**src/rtl/riscv_pkg.sv**
```systemverilog
// Shared RV32I decode-stage definitions: opcodes, ALU-op encoding, control and ID/EX payloads.
package riscv_pkg;

    localparam int unsigned XLEN     = 32;
    localparam int unsigned REG_AW   = 5;
    localparam int unsigned NUM_REGS = 32;
    localparam int unsigned OPC_W    = 7;
    localparam int unsigned FUNCT_W  = 4;

    localparam logic [OPC_W-1:0] OP_R      = 7'b0110011;
    localparam logic [OPC_W-1:0] OP_I      = 7'b0010011;
    localparam logic [OPC_W-1:0] OP_LOAD   = 7'b0000011;
    localparam logic [OPC_W-1:0] OP_STORE  = 7'b0100011;
    localparam logic [OPC_W-1:0] OP_BRANCH = 7'b1100011;

    localparam logic [2:0] F3_BEQ = 3'b000;

    typedef enum logic [1:0] {
        ALU_ADD   = 2'b00,
        ALU_SUB   = 2'b01,
        ALU_FUNCT = 2'b10
    } alu_op_e;

    typedef struct packed {
        logic    reg_write;
        logic    mem_read;
        logic    mem_write;
        logic    mem_to_reg;
        logic    alu_src;
        alu_op_e alu_op;
    } ctrl_t;

    localparam ctrl_t CTRL_NONE = '{
        reg_write:  1'b0,
        mem_read:   1'b0,
        mem_write:  1'b0,
        mem_to_reg: 1'b0,
        alu_src:    1'b0,
        alu_op:     ALU_ADD
    };

    typedef struct packed {
        logic [XLEN-1:0]    pc;
        logic [XLEN-1:0]    rs1_data;
        logic [XLEN-1:0]    rs2_data;
        logic [XLEN-1:0]    imm;
        logic [REG_AW-1:0]  rs1;
        logic [REG_AW-1:0]  rs2;
        logic [REG_AW-1:0]  rd;
        logic [FUNCT_W-1:0] funct;
        ctrl_t              ctrl;
    } id_ex_t;

    function automatic logic [XLEN-1:0] sext12(input logic [11:0] v);
        return {{(XLEN-12){v[11]}}, v};
    endfunction

endpackage

```
**src/rtl/register_file.sv**
```systemverilog
// 32x32 register file: two async read ports, one write port, x0 hardwired to zero,
// same-cycle write-through so ID sees the value WB is retiring.
module register_file
    import riscv_pkg::*;
(
    input  logic              clk,
    input  logic              reset_n,
    input  logic [REG_AW-1:0] rs1_addr_i,
    input  logic [REG_AW-1:0] rs2_addr_i,
    output logic [XLEN-1:0]   rs1_data_o,
    output logic [XLEN-1:0]   rs2_data_o,
    input  logic              we_i,
    input  logic [REG_AW-1:0] wr_addr_i,
    input  logic [XLEN-1:0]   wr_data_i
);

    logic [NUM_REGS-1:0][XLEN-1:0] regs_q;
    logic                          wr_en;

    assign wr_en = we_i && (wr_addr_i != '0);

    always_ff @(posedge clk or negedge reset_n) begin
        if (!reset_n) begin
            regs_q <= '0;
        end else if (wr_en) begin
            regs_q[wr_addr_i] <= wr_data_i;
        end
    end

    // Address 0 wins over the bypass so a WB to x0 never leaks through.
    always_comb begin
        rs1_data_o = regs_q[rs1_addr_i];
        if (rs1_addr_i == '0) begin
            rs1_data_o = '0;
        end else if (wr_en && (wr_addr_i == rs1_addr_i)) begin
            rs1_data_o = wr_data_i;
        end
    end

    always_comb begin
        rs2_data_o = regs_q[rs2_addr_i];
        if (rs2_addr_i == '0) begin
            rs2_data_o = '0;
        end else if (wr_en && (wr_addr_i == rs2_addr_i)) begin
            rs2_data_o = wr_data_i;
        end
    end

endmodule

```
**src/rtl/instruction_decode.sv**
```systemverilog
// ID stage of the 5-stage RV32I pipe: decode, register file, beq resolution,
// load-use / branch-operand hazard detection and the ID/EX pipeline register.
module instruction_decode
    import riscv_pkg::*;
#(
    parameter bit FLUSH_ON_TAKEN = 1'b0
) (
    input  logic               clk,
    input  logic               reset_n,
    input  logic [XLEN-1:0]    IF_ID_pc,
    input  logic [XLEN-1:0]    IF_ID_inst,
    input  logic               WB_reg_write,
    input  logic [REG_AW-1:0]  WB_rd,
    input  logic [XLEN-1:0]    WB_data,
    input  logic               EX_MEM_reg_write,
    input  logic               EX_MEM_mem_read,
    input  logic [REG_AW-1:0]  EX_MEM_rd,
    input  logic [XLEN-1:0]    EX_MEM_alu_result,
    output logic [XLEN-1:0]    pc_branch,
    output logic               pc_src,
    output logic               pc_write,
    output logic               IF_ID_write,
    output logic               IF_flush,
    output logic [XLEN-1:0]    ID_EX_pc,
    output logic [XLEN-1:0]    ID_EX_rs1_data,
    output logic [XLEN-1:0]    ID_EX_rs2_data,
    output logic [XLEN-1:0]    ID_EX_imm,
    output logic [REG_AW-1:0]  ID_EX_rs1,
    output logic [REG_AW-1:0]  ID_EX_rs2,
    output logic [REG_AW-1:0]  ID_EX_rd,
    output logic [FUNCT_W-1:0] ID_EX_funct,
    output logic               ID_EX_reg_write,
    output logic               ID_EX_mem_read,
    output logic               ID_EX_mem_write,
    output logic               ID_EX_mem_to_reg,
    output logic               ID_EX_alu_src,
    output logic [1:0]         ID_EX_alu_op
);

    logic [OPC_W-1:0]  opcode;
    logic [REG_AW-1:0] rs1;
    logic [REG_AW-1:0] rs2;
    logic [REG_AW-1:0] rd;
    logic [2:0]        funct3;

    assign opcode = IF_ID_inst[6:0];
    assign rd     = IF_ID_inst[11:7];
    assign funct3 = IF_ID_inst[14:12];
    assign rs1    = IF_ID_inst[19:15];
    assign rs2    = IF_ID_inst[24:20];

    logic [XLEN-1:0] imm_i;
    logic [XLEN-1:0] imm_s;
    logic [XLEN-1:0] imm_b;

    assign imm_i = sext12(IF_ID_inst[31:20]);
    assign imm_s = sext12({IF_ID_inst[31:25], IF_ID_inst[11:7]});
    assign imm_b = {{(XLEN-13){IF_ID_inst[31]}}, IF_ID_inst[31], IF_ID_inst[7],
                    IF_ID_inst[30:25], IF_ID_inst[11:8], 1'b0};

    // Opcode decode; anything unrecognised is treated as a bubble.
    ctrl_t           dec_ctrl;
    logic [XLEN-1:0] dec_imm;
    logic            dec_valid;
    logic            dec_beq;
    logic            dec_uses_rs2;

    always_comb begin
        dec_ctrl     = CTRL_NONE;
        dec_imm      = '0;
        dec_valid    = 1'b0;
        dec_beq      = 1'b0;
        dec_uses_rs2 = 1'b0;
        unique case (opcode)
            OP_R: begin
                dec_valid          = 1'b1;
                dec_uses_rs2       = 1'b1;
                dec_ctrl.reg_write = 1'b1;
                dec_ctrl.alu_op    = ALU_FUNCT;
            end
            OP_I: begin
                dec_valid          = 1'b1;
                dec_imm            = imm_i;
                dec_ctrl.reg_write = 1'b1;
                dec_ctrl.alu_src   = 1'b1;
                dec_ctrl.alu_op    = ALU_FUNCT;
            end
            OP_LOAD: begin
                dec_valid           = 1'b1;
                dec_imm             = imm_i;
                dec_ctrl.reg_write  = 1'b1;
                dec_ctrl.mem_read   = 1'b1;
                dec_ctrl.mem_to_reg = 1'b1;
                dec_ctrl.alu_src    = 1'b1;
            end
            OP_STORE: begin
                dec_valid          = 1'b1;
                dec_uses_rs2       = 1'b1;
                dec_imm            = imm_s;
                dec_ctrl.mem_write = 1'b1;
                dec_ctrl.alu_src   = 1'b1;
            end
            OP_BRANCH: begin
                if (funct3 == F3_BEQ) begin
                    dec_valid       = 1'b1;
                    dec_beq         = 1'b1;
                    dec_uses_rs2    = 1'b1;
                    dec_imm         = imm_b;
                    dec_ctrl.alu_op = ALU_SUB;
                end
            end
            default: begin
                dec_valid = 1'b0;
            end
        endcase
    end

    logic [XLEN-1:0] rf_rs1_data;
    logic [XLEN-1:0] rf_rs2_data;

    register_file u_register_file (
        .clk        (clk),
        .reset_n    (reset_n),
        .rs1_addr_i (rs1),
        .rs2_addr_i (rs2),
        .rs1_data_o (rf_rs1_data),
        .rs2_data_o (rf_rs2_data),
        .we_i       (WB_reg_write),
        .wr_addr_i  (WB_rd),
        .wr_data_i  (WB_data)
    );

    id_ex_t id_ex_d;
    id_ex_t id_ex_q;

    // Hazard detection against the instruction now in EX and the one in MEM.
    logic ex_rd_nz;
    logic ex_hit_rs1;
    logic ex_hit_rs2;
    logic mem_rd_nz;
    logic mem_hit_rs1;
    logic mem_hit_rs2;
    logic load_use_stall;
    logic branch_stall;
    logic stall;

    assign ex_rd_nz    = (id_ex_q.rd != '0);
    assign ex_hit_rs1  = ex_rd_nz && (id_ex_q.rd == rs1);
    assign ex_hit_rs2  = ex_rd_nz && (id_ex_q.rd == rs2);
    assign mem_rd_nz   = (EX_MEM_rd != '0);
    assign mem_hit_rs1 = mem_rd_nz && (EX_MEM_rd == rs1);
    assign mem_hit_rs2 = mem_rd_nz && (EX_MEM_rd == rs2);

    assign load_use_stall = dec_valid && id_ex_q.ctrl.mem_read
                          && (ex_hit_rs1 || (dec_uses_rs2 && ex_hit_rs2));
    assign branch_stall   = dec_beq
                          && ((id_ex_q.ctrl.reg_write && (ex_hit_rs1 || ex_hit_rs2))
                           || (EX_MEM_mem_read && (mem_hit_rs1 || mem_hit_rs2)));
    assign stall          = load_use_stall || branch_stall;

    // beq compare takes an ALU result sitting in EX/MEM; loads there have already stalled us.
    logic            fwd_ok;
    logic [XLEN-1:0] cmp_a;
    logic [XLEN-1:0] cmp_b;

    assign fwd_ok = EX_MEM_reg_write && !EX_MEM_mem_read;
    assign cmp_a  = (fwd_ok && mem_hit_rs1) ? EX_MEM_alu_result : rf_rs1_data;
    assign cmp_b  = (fwd_ok && mem_hit_rs2) ? EX_MEM_alu_result : rf_rs2_data;

    assign pc_branch   = IF_ID_pc + imm_b;
    assign pc_src      = dec_beq && (cmp_a == cmp_b) && !stall;
    assign pc_write    = !stall;
    assign IF_ID_write = !stall;
    assign IF_flush    = pc_src && FLUSH_ON_TAKEN;

    // ID/EX next value: a full bubble on stall or an unrecognised instruction.
    always_comb begin
        id_ex_d = '0;
        if (dec_valid && !stall) begin
            id_ex_d.pc       = IF_ID_pc;
            id_ex_d.rs1_data = rf_rs1_data;
            id_ex_d.rs2_data = rf_rs2_data;
            id_ex_d.imm      = dec_imm;
            id_ex_d.rs1      = rs1;
            id_ex_d.rs2      = rs2;
            id_ex_d.rd       = rd;
            id_ex_d.funct    = {IF_ID_inst[30], funct3};
            id_ex_d.ctrl     = dec_ctrl;
        end
    end

    always_ff @(posedge clk or negedge reset_n) begin
        if (!reset_n) begin
            id_ex_q <= '0;
        end else begin
            id_ex_q <= id_ex_d;
        end
    end

    assign ID_EX_pc         = id_ex_q.pc;
    assign ID_EX_rs1_data   = id_ex_q.rs1_data;
    assign ID_EX_rs2_data   = id_ex_q.rs2_data;
    assign ID_EX_imm        = id_ex_q.imm;
    assign ID_EX_rs1        = id_ex_q.rs1;
    assign ID_EX_rs2        = id_ex_q.rs2;
    assign ID_EX_rd         = id_ex_q.rd;
    assign ID_EX_funct      = id_ex_q.funct;
    assign ID_EX_reg_write  = id_ex_q.ctrl.reg_write;
    assign ID_EX_mem_read   = id_ex_q.ctrl.mem_read;
    assign ID_EX_mem_write  = id_ex_q.ctrl.mem_write;
    assign ID_EX_mem_to_reg = id_ex_q.ctrl.mem_to_reg;
    assign ID_EX_alu_src    = id_ex_q.ctrl.alu_src;
    assign ID_EX_alu_op     = id_ex_q.ctrl.alu_op;

endmodule

```
**config.mk**
```make
export PLATFORM = sky130hd
export DESIGN_NAME = instruction_decode
export DESIGN_NICKNAME = d
export VERILOG_FILES = /design/src/rtl/riscv_pkg.sv /design/src/rtl/register_file.sv /design/src/rtl/instruction_decode.sv
export SDC_FILE = /design/constraint.sdc
export NUM_CORES = 2
export LEC_CHECK = 0
export BUFFER_PORTS_ARGS = -buffer_cell sky130_fd_sc_hd__buf_2
export CAP_MARGIN = 40
export CORE_UTILIZATION = 56
export CTS_CLUSTER_DIAMETER = 200
export DETAILED_ROUTE_END_ITERATION = 8
export PLACE_DENSITY = 0.77
export RECOVER_POWER = 100
export SLEW_MARGIN = 5
export SYNTH_ARGS = -nofsm -noshare
export SYNTH_HDL_FRONTEND = slang
export SYNTH_SLANG_ARGS = --single-unit
```
**constraint.sdc**
```tcl
create_clock -name clk -period 3.15 [get_ports clk]
set_input_delay 0.1575 -clock clk [delete_from_list [all_inputs] [get_ports clk]]
set_output_delay 0.1575 -clock clk [all_outputs]
set_load 0.005 [all_outputs]
```
* Word level (Yosys, flattened, before mapping)
Cells that the tools add are included.
Storage, ports and cells: bits in latches 0, bits in writable memories 0, output and inout bits 190, input port bits 143, bits in registers 1178, bits in read-only memories 0, memories kept 0
Operators by class: bitwise operators 0, shifts and indexed selects 0, eq/ne operators 12, multipliers 0, $lt $le $gt $ge 4, reduce and logical (&&, ||, !) cells 39, $add $sub $neg 1, div/mod/pow operators 0, multiplexer cells 26
Operator list (count):
- 1024-bit bitwise mux | 1
- 32-bit binary-select mux with 5-bit select | 2
- 32-bit two-way mux | 10
- 32-bit demux with 5-bit select | 1
- 154-bit two-way mux | 1
- 32-bit one-hot mux with 3 select lines | 1
- 32-bit adder | 1
- 32-bit equality test | 1
- 5-bit equality test | 6
- 1-bit logical AND | 20
- 5-bit by 6-bit < comparator with 1-bit output (second input constant) | 3
- 5-bit nonzero test | 3
- 7-bit by 6-bit equality test with 1-bit output (second input constant) | 2
- 5-bit zero test | 2
- 7-bit by 2-bit equality test with 1-bit output (second input constant) | 1
- 7-bit by 5-bit equality test with 1-bit output (second input constant) | 1
- 7-bit equality test (second input constant) | 1
- 1-bit two-way mux | 7
- 2-bit OR reduction | 3
- 3-bit OR reduction | 2
- 5-bit by 1-bit greater-or-equal comparator with 1-bit output (second input constant) | 1
- 1-bit logical OR | 5
- 1-bit one-hot mux with 2 select lines | 2
- 2-bit one-hot mux with 2 select lines | 1
- other kinds (3) | 4

* Logic depth before layout (Yosys ltp)
word-level depth 10, gate-level depth with buffers 16

* By module
From an unflattened synthesis, not the netlist that was laid out.
Second synthesis, totals: cell total of the unflattened synthesis 4727, area total of the unflattened synthesis 63923.8 µm²
Modules (own cells, without submodules):
- register_file | instances 1, cells an instance 3832, area an instance 55519.5 µm²
- instruction_decode | instances 1, cells an instance 895, area an instance 8404.3 µm²

* Least setup slack after synthesis
OpenSTA, ideal clock, no wires.
path type input -> output, start point in IF_ID_inst[20], end point out pc_src, data required time 2.992 ns, data arrival time 2.977 ns, slack 0.015 ns, stages on the path 14, cells stage by stage buf_2 > buf_6 > buf_6 > buf_2 > mux4_2 > a22oi_1 > a21oi_1 > o31ai_1 > xor2_1 > o22ai_1 > a211oi_1 > a31oi_1 > nand4_1 > nor4_2
Between the ends: word-level cells in the longest chain between the ends 9, elaborated cells between the ends (all ways) 27
Ends and longest elaborated chain:
- start: declaration | RTL line instruction_decode.sv:11 | input logic [XLEN-1:0] IF_ID_inst,
- parallel branches: the longest is 8 deep, another holds 32-bit binary-select mux with 5-bit select
- 1-bit logical AND (*) | RTL line instruction_decode.sv:171 | assign pc_src = dec_beq && (cmp_a == cmp_b) && !stall;
- end: declaration | RTL line instruction_decode.sv:20 | output logic pc_src,
Mark *: on every way between the ends. The select of a mux whose other input is x is not followed.

* Worst setup path in the final report
start point reg u_register_file.regs_q[999] (netlist name), end point out pc_src
Between the ends: word-level cells in the longest chain between the ends 8, elaborated cells between the ends (all ways) 13
Ends and longest elaborated chain:
- start: declaration | RTL line register_file.sv:17 | logic [NUM_REGS-1:0][XLEN-1:0] regs_q;
- start signal: indexed assignment | RTL line register_file.sv:26 | regs_q[wr_addr_i] <= wr_data_i;
- 32-bit binary-select mux with 5-bit select (on tied branches) | RTL line register_file.sv:32, register_file.sv:41
- 32-bit two-way mux (on tied branches) | RTL line register_file.sv:32, register_file.sv:41
- 32-bit two-way mux (on tied branches) | RTL line register_file.sv:35, register_file.sv:44
- 32-bit two-way mux (on tied branches) | RTL line register_file.sv:33, register_file.sv:42
- 32-bit two-way mux (on tied branches) | RTL line instruction_decode.sv:167, instruction_decode.sv:168
- 32-bit equality test (*) | RTL line instruction_decode.sv:171
- 1-bit logical AND (*) (2 in a row) | RTL line instruction_decode.sv:171
Every way passes the cells marked *; elsewhere a longest branch is shown, timed or not. The select of a mux whose other input is x is not followed.

==> impl_metrics.ini <==
[critical_path]
startpoint_type = flip-flop
crit_arrival_ns = 4.17
cp-end-kind = output pin
cp_max_fo = 3
slowest_stage = mux4_2
max_stage_delay_ns = 0.52
required_ns = 2.99
crit_type = reg -> out
crit_path_cell_trace = mux4_2 > a22o_1 > a31o_2 > a221oi_4 > nand2_1 > a21oi_1 > a2111oi_1 > buf_4 > nor4_4 > nand4_1 > nor4_2 > buf_4 > buf_6
cp_common_cell = buf_4

[placement]
placedCellCount = 7116
globalplace.congestion = 1.07
detailed_place_hpwl_mm = 174
io_buffers = 331
dp_slack_ns = -0.999

[timing]
clock_skew_ns = 0.0296
period_needed_ns = 4.33
max_freq_ghz = 0.231
slew_violations = 804
grt_setup_unrepaired = true
worstMarginPinSlew_ns = 2.50
tns_ns = -20.36
fin_crit_sh = 1.37
relSlewSlack = -0.669
setup_viol = 154
setup_ws_ns = -1.18
hold_viol = 0

[synthesis]
yosys.area_share.simple = 0.0618
muxShareOfSynthArea = 0.338
synth_xor_area_frac = 0.0117
async_flop_share = 1.00
synth-compound-area-share = 0.0851
synth.avg_cell_area_um2 = 12.9
synth_flop_cell = dfrtp_1
synth_warnings = 0
synth_edf_count = 0
netlist_area_um2 = 63500
ys_seq_area_frac = 0.456
synth_top_family_by_area = multiplexers
synthAdderAreaFrac = 0.00623
synthCells = 4919
synth_cell_types = 94
syn_nets = 5093
ys_ff_latch = 1158

[floorplan]
die-area_um2 = 115000
initial_core_util = 0.564
die_height_um = 339
rows = 123
die_w_um = 339
core_um2 = 112000
io_pins = 333

[clock_network]
clock_latency_ns = 0.76
cts.sinks = 1158
clock_path_buffers = 3
cts_tree = done
cts.clk_slew.worst_paths_ns = 0.07
htree_levels = 3
cts_root_buf = clkbuf_16
cts_made_buffers = 119

[pwr]
finalPower_mw = 46.1
vdd_drop_max_mv = 0.466
p_per_area_nw_per_um2 = 596
leakage_nw = 34.8

[route]
drc = 0
first_pass_iters = 7
wl_per_cell_um = 34.7
routed_wl_mm = 258
vias = 53200
vias_per_cell = 7.15
ant_nets = 0
first_iter_violations = 7891

[flow_run]
drv_cap = 26

[grt]
antenna_found_initial = 17
grt_max_degree = 94
track_usage = 0.445
grt.overflow.total = 0
grt_pass1_wl_mm = 370
grt_pass1_vias = 53200

[worst_hold_path]
hold_path_class = in -> reg

[outcome]
outcome = finished, violations left
violations = capacitance limit, slew limit, setup timing

[layout]
final_common_cell = dfrtp_1
layout-drive-gt1-share = 0.464
nets = 6007
final_cell_mix = dfrtp_1, mux2_2, buf_4
area.growth.synth_to_final_pct = 21.7
final_cells = 7441
-- layer usage --
| metal | up-vias | GRT usage | wire length [µm] |
|---|---|---|---|
| li1 | 20400 | - | - |
| met1 | 26900 | 0.567 | 89200 |
| met2 | 4590 | 0.628 | 108000 |
| met3 | 1306 | 0.176 | 39100 |
| met4 | 19 | 0.298 | 21300 |
| met5 | - | 0 | 180 |
-- cell families (layout without fill, tap and decap cells) --
family	count (synthesis)	after routing
muxes	1472	1472
xor gates and xnor gates	85	85
buffers and inverters	551	1561
AOI/OAI and AO/OA	795	795
and+or+nand+nor	826	826
adders and majority gates	31	31
other	1	13
DFF	1158	1158
-- sequential cells by signal (all words and copies together) (netlist names), 2 cells and up --
signal                  flops
ID_EX_pc                   32
ID_EX_rd                    5
ID_EX_funct                 4
ID_EX_alu_op                2
ID_EX_rs2_data             32
ID_EX_rs1_data             32
ID_EX_rs1                   5
ID_EX_imm                  13
u_register_file.regs_q   1024
ID_EX_rs2                   5
-- stage by stage --
stage / hold WS, ns / instance area (µm²) / util
3_5_place_dp: 0.271 / 72500 / 0.645
4_1_cts: 0.0111 / 77800 / 0.692
3_3_place_gp: 0.270 / 72400 / 0.644
2_1_floorplan: -0.138 / 63500 / -
5_1_grt: 0.0419 / 77200 / 0.686
6_report: 0.0120 / 77200 / 0.687
-- worst paths after layout --
| kind | from | end | slack, ns | cells past startpoint |
|---|---|---|---|---|
| min in group asynchronous | reset_n | ID_EX_rs2_data[31] | 0.73 | 2 |
| max in group asynchronous | reset_n | u_register_file.regs_q[772] | -0.01 | 4 |
| setup / recovery | u_register_file.regs_q[999] | pc_src | -1.18 | 13 |
| setup reg to reg | ID_EX_rd[4] | ID_EX_rs1_data[22] | -0.38 | 14 |
| hold / removal | IF_ID_inst[0] | ID_EX_alu_op[0] | 0.01 | 6 |
| hold reg to reg | u_register_file.regs_q[31] | u_register_file.regs_q[31] | 0.40 | 0 |
-- worst max-delay path: cells and delay by family (launching register included) --
family | cells | cell delay [ns]
DFF | 1 | 0.39
and+or+nand+nor | 4 | 0.90
AOI/OAI and AO/OA | 5 | 1.12
buffers and inverters | 3 | 0.46
muxes | 1 | 0.52
-- power by group --
group	switching, mW	total [mW]	internal, mW	leakage (nW)
sequential	2.01	19.4	17.4	15.0
clock	6.38	15.6	9.18	2.08
combinational	5.09	11.1	6.04	17.7
total	13.5	46.1	32.6	34.8
-- final cells by class --
type	instances	area [µm²]
antenna	12	30.0
fill	7723	35300
sequential	1158	29000
multi-input combinational	3210	32400
clock buffer	152	3330
clock inverter	65	922
tap	1500	1880
timing repair buffer	1315	9610
inverter	29	110
-- synth_stat cells, types with 22 or more instances --
library cell	n	area, µm²
dfrtp_1	1158	29000
mux2_2	871	9810
mux4_2	450	10100
clkbuf_1	334	1250
nand2_1	309	1160
o21ai_0	211	1060
nor2_1	166	623
mux2i_1	151	1510
a21oi_1	117	586
a22oi_1	87	653
buf_2	81	405
nor3_1	74	370
and2_1	63	394
buf_4	63	473
o22ai_1	61	382
xnor2_1	47	412
a211oi_1	41	308
nand3_1	38	190
xor2_1	38	333
ha_1	30	375
nor2b_1	29	181
a21o_1	27	203
inv_1	24	90.1
a22o_1	23	201
buf_1	23	86.3
nand2b_1	22	138
-- timing repair --
action / CTS / global route
gates cloned: 0 / 0
setup buffers: 10 / 7
resized for setup: 42 / 40
endpoints found under the setup margin: 6 / 11
pin swaps: 32 / 25
endpoints found under the hold margin: 308 / 2
hold buffers: 77 / 1
No activity file was read; power rests on OpenSTA's default activity.
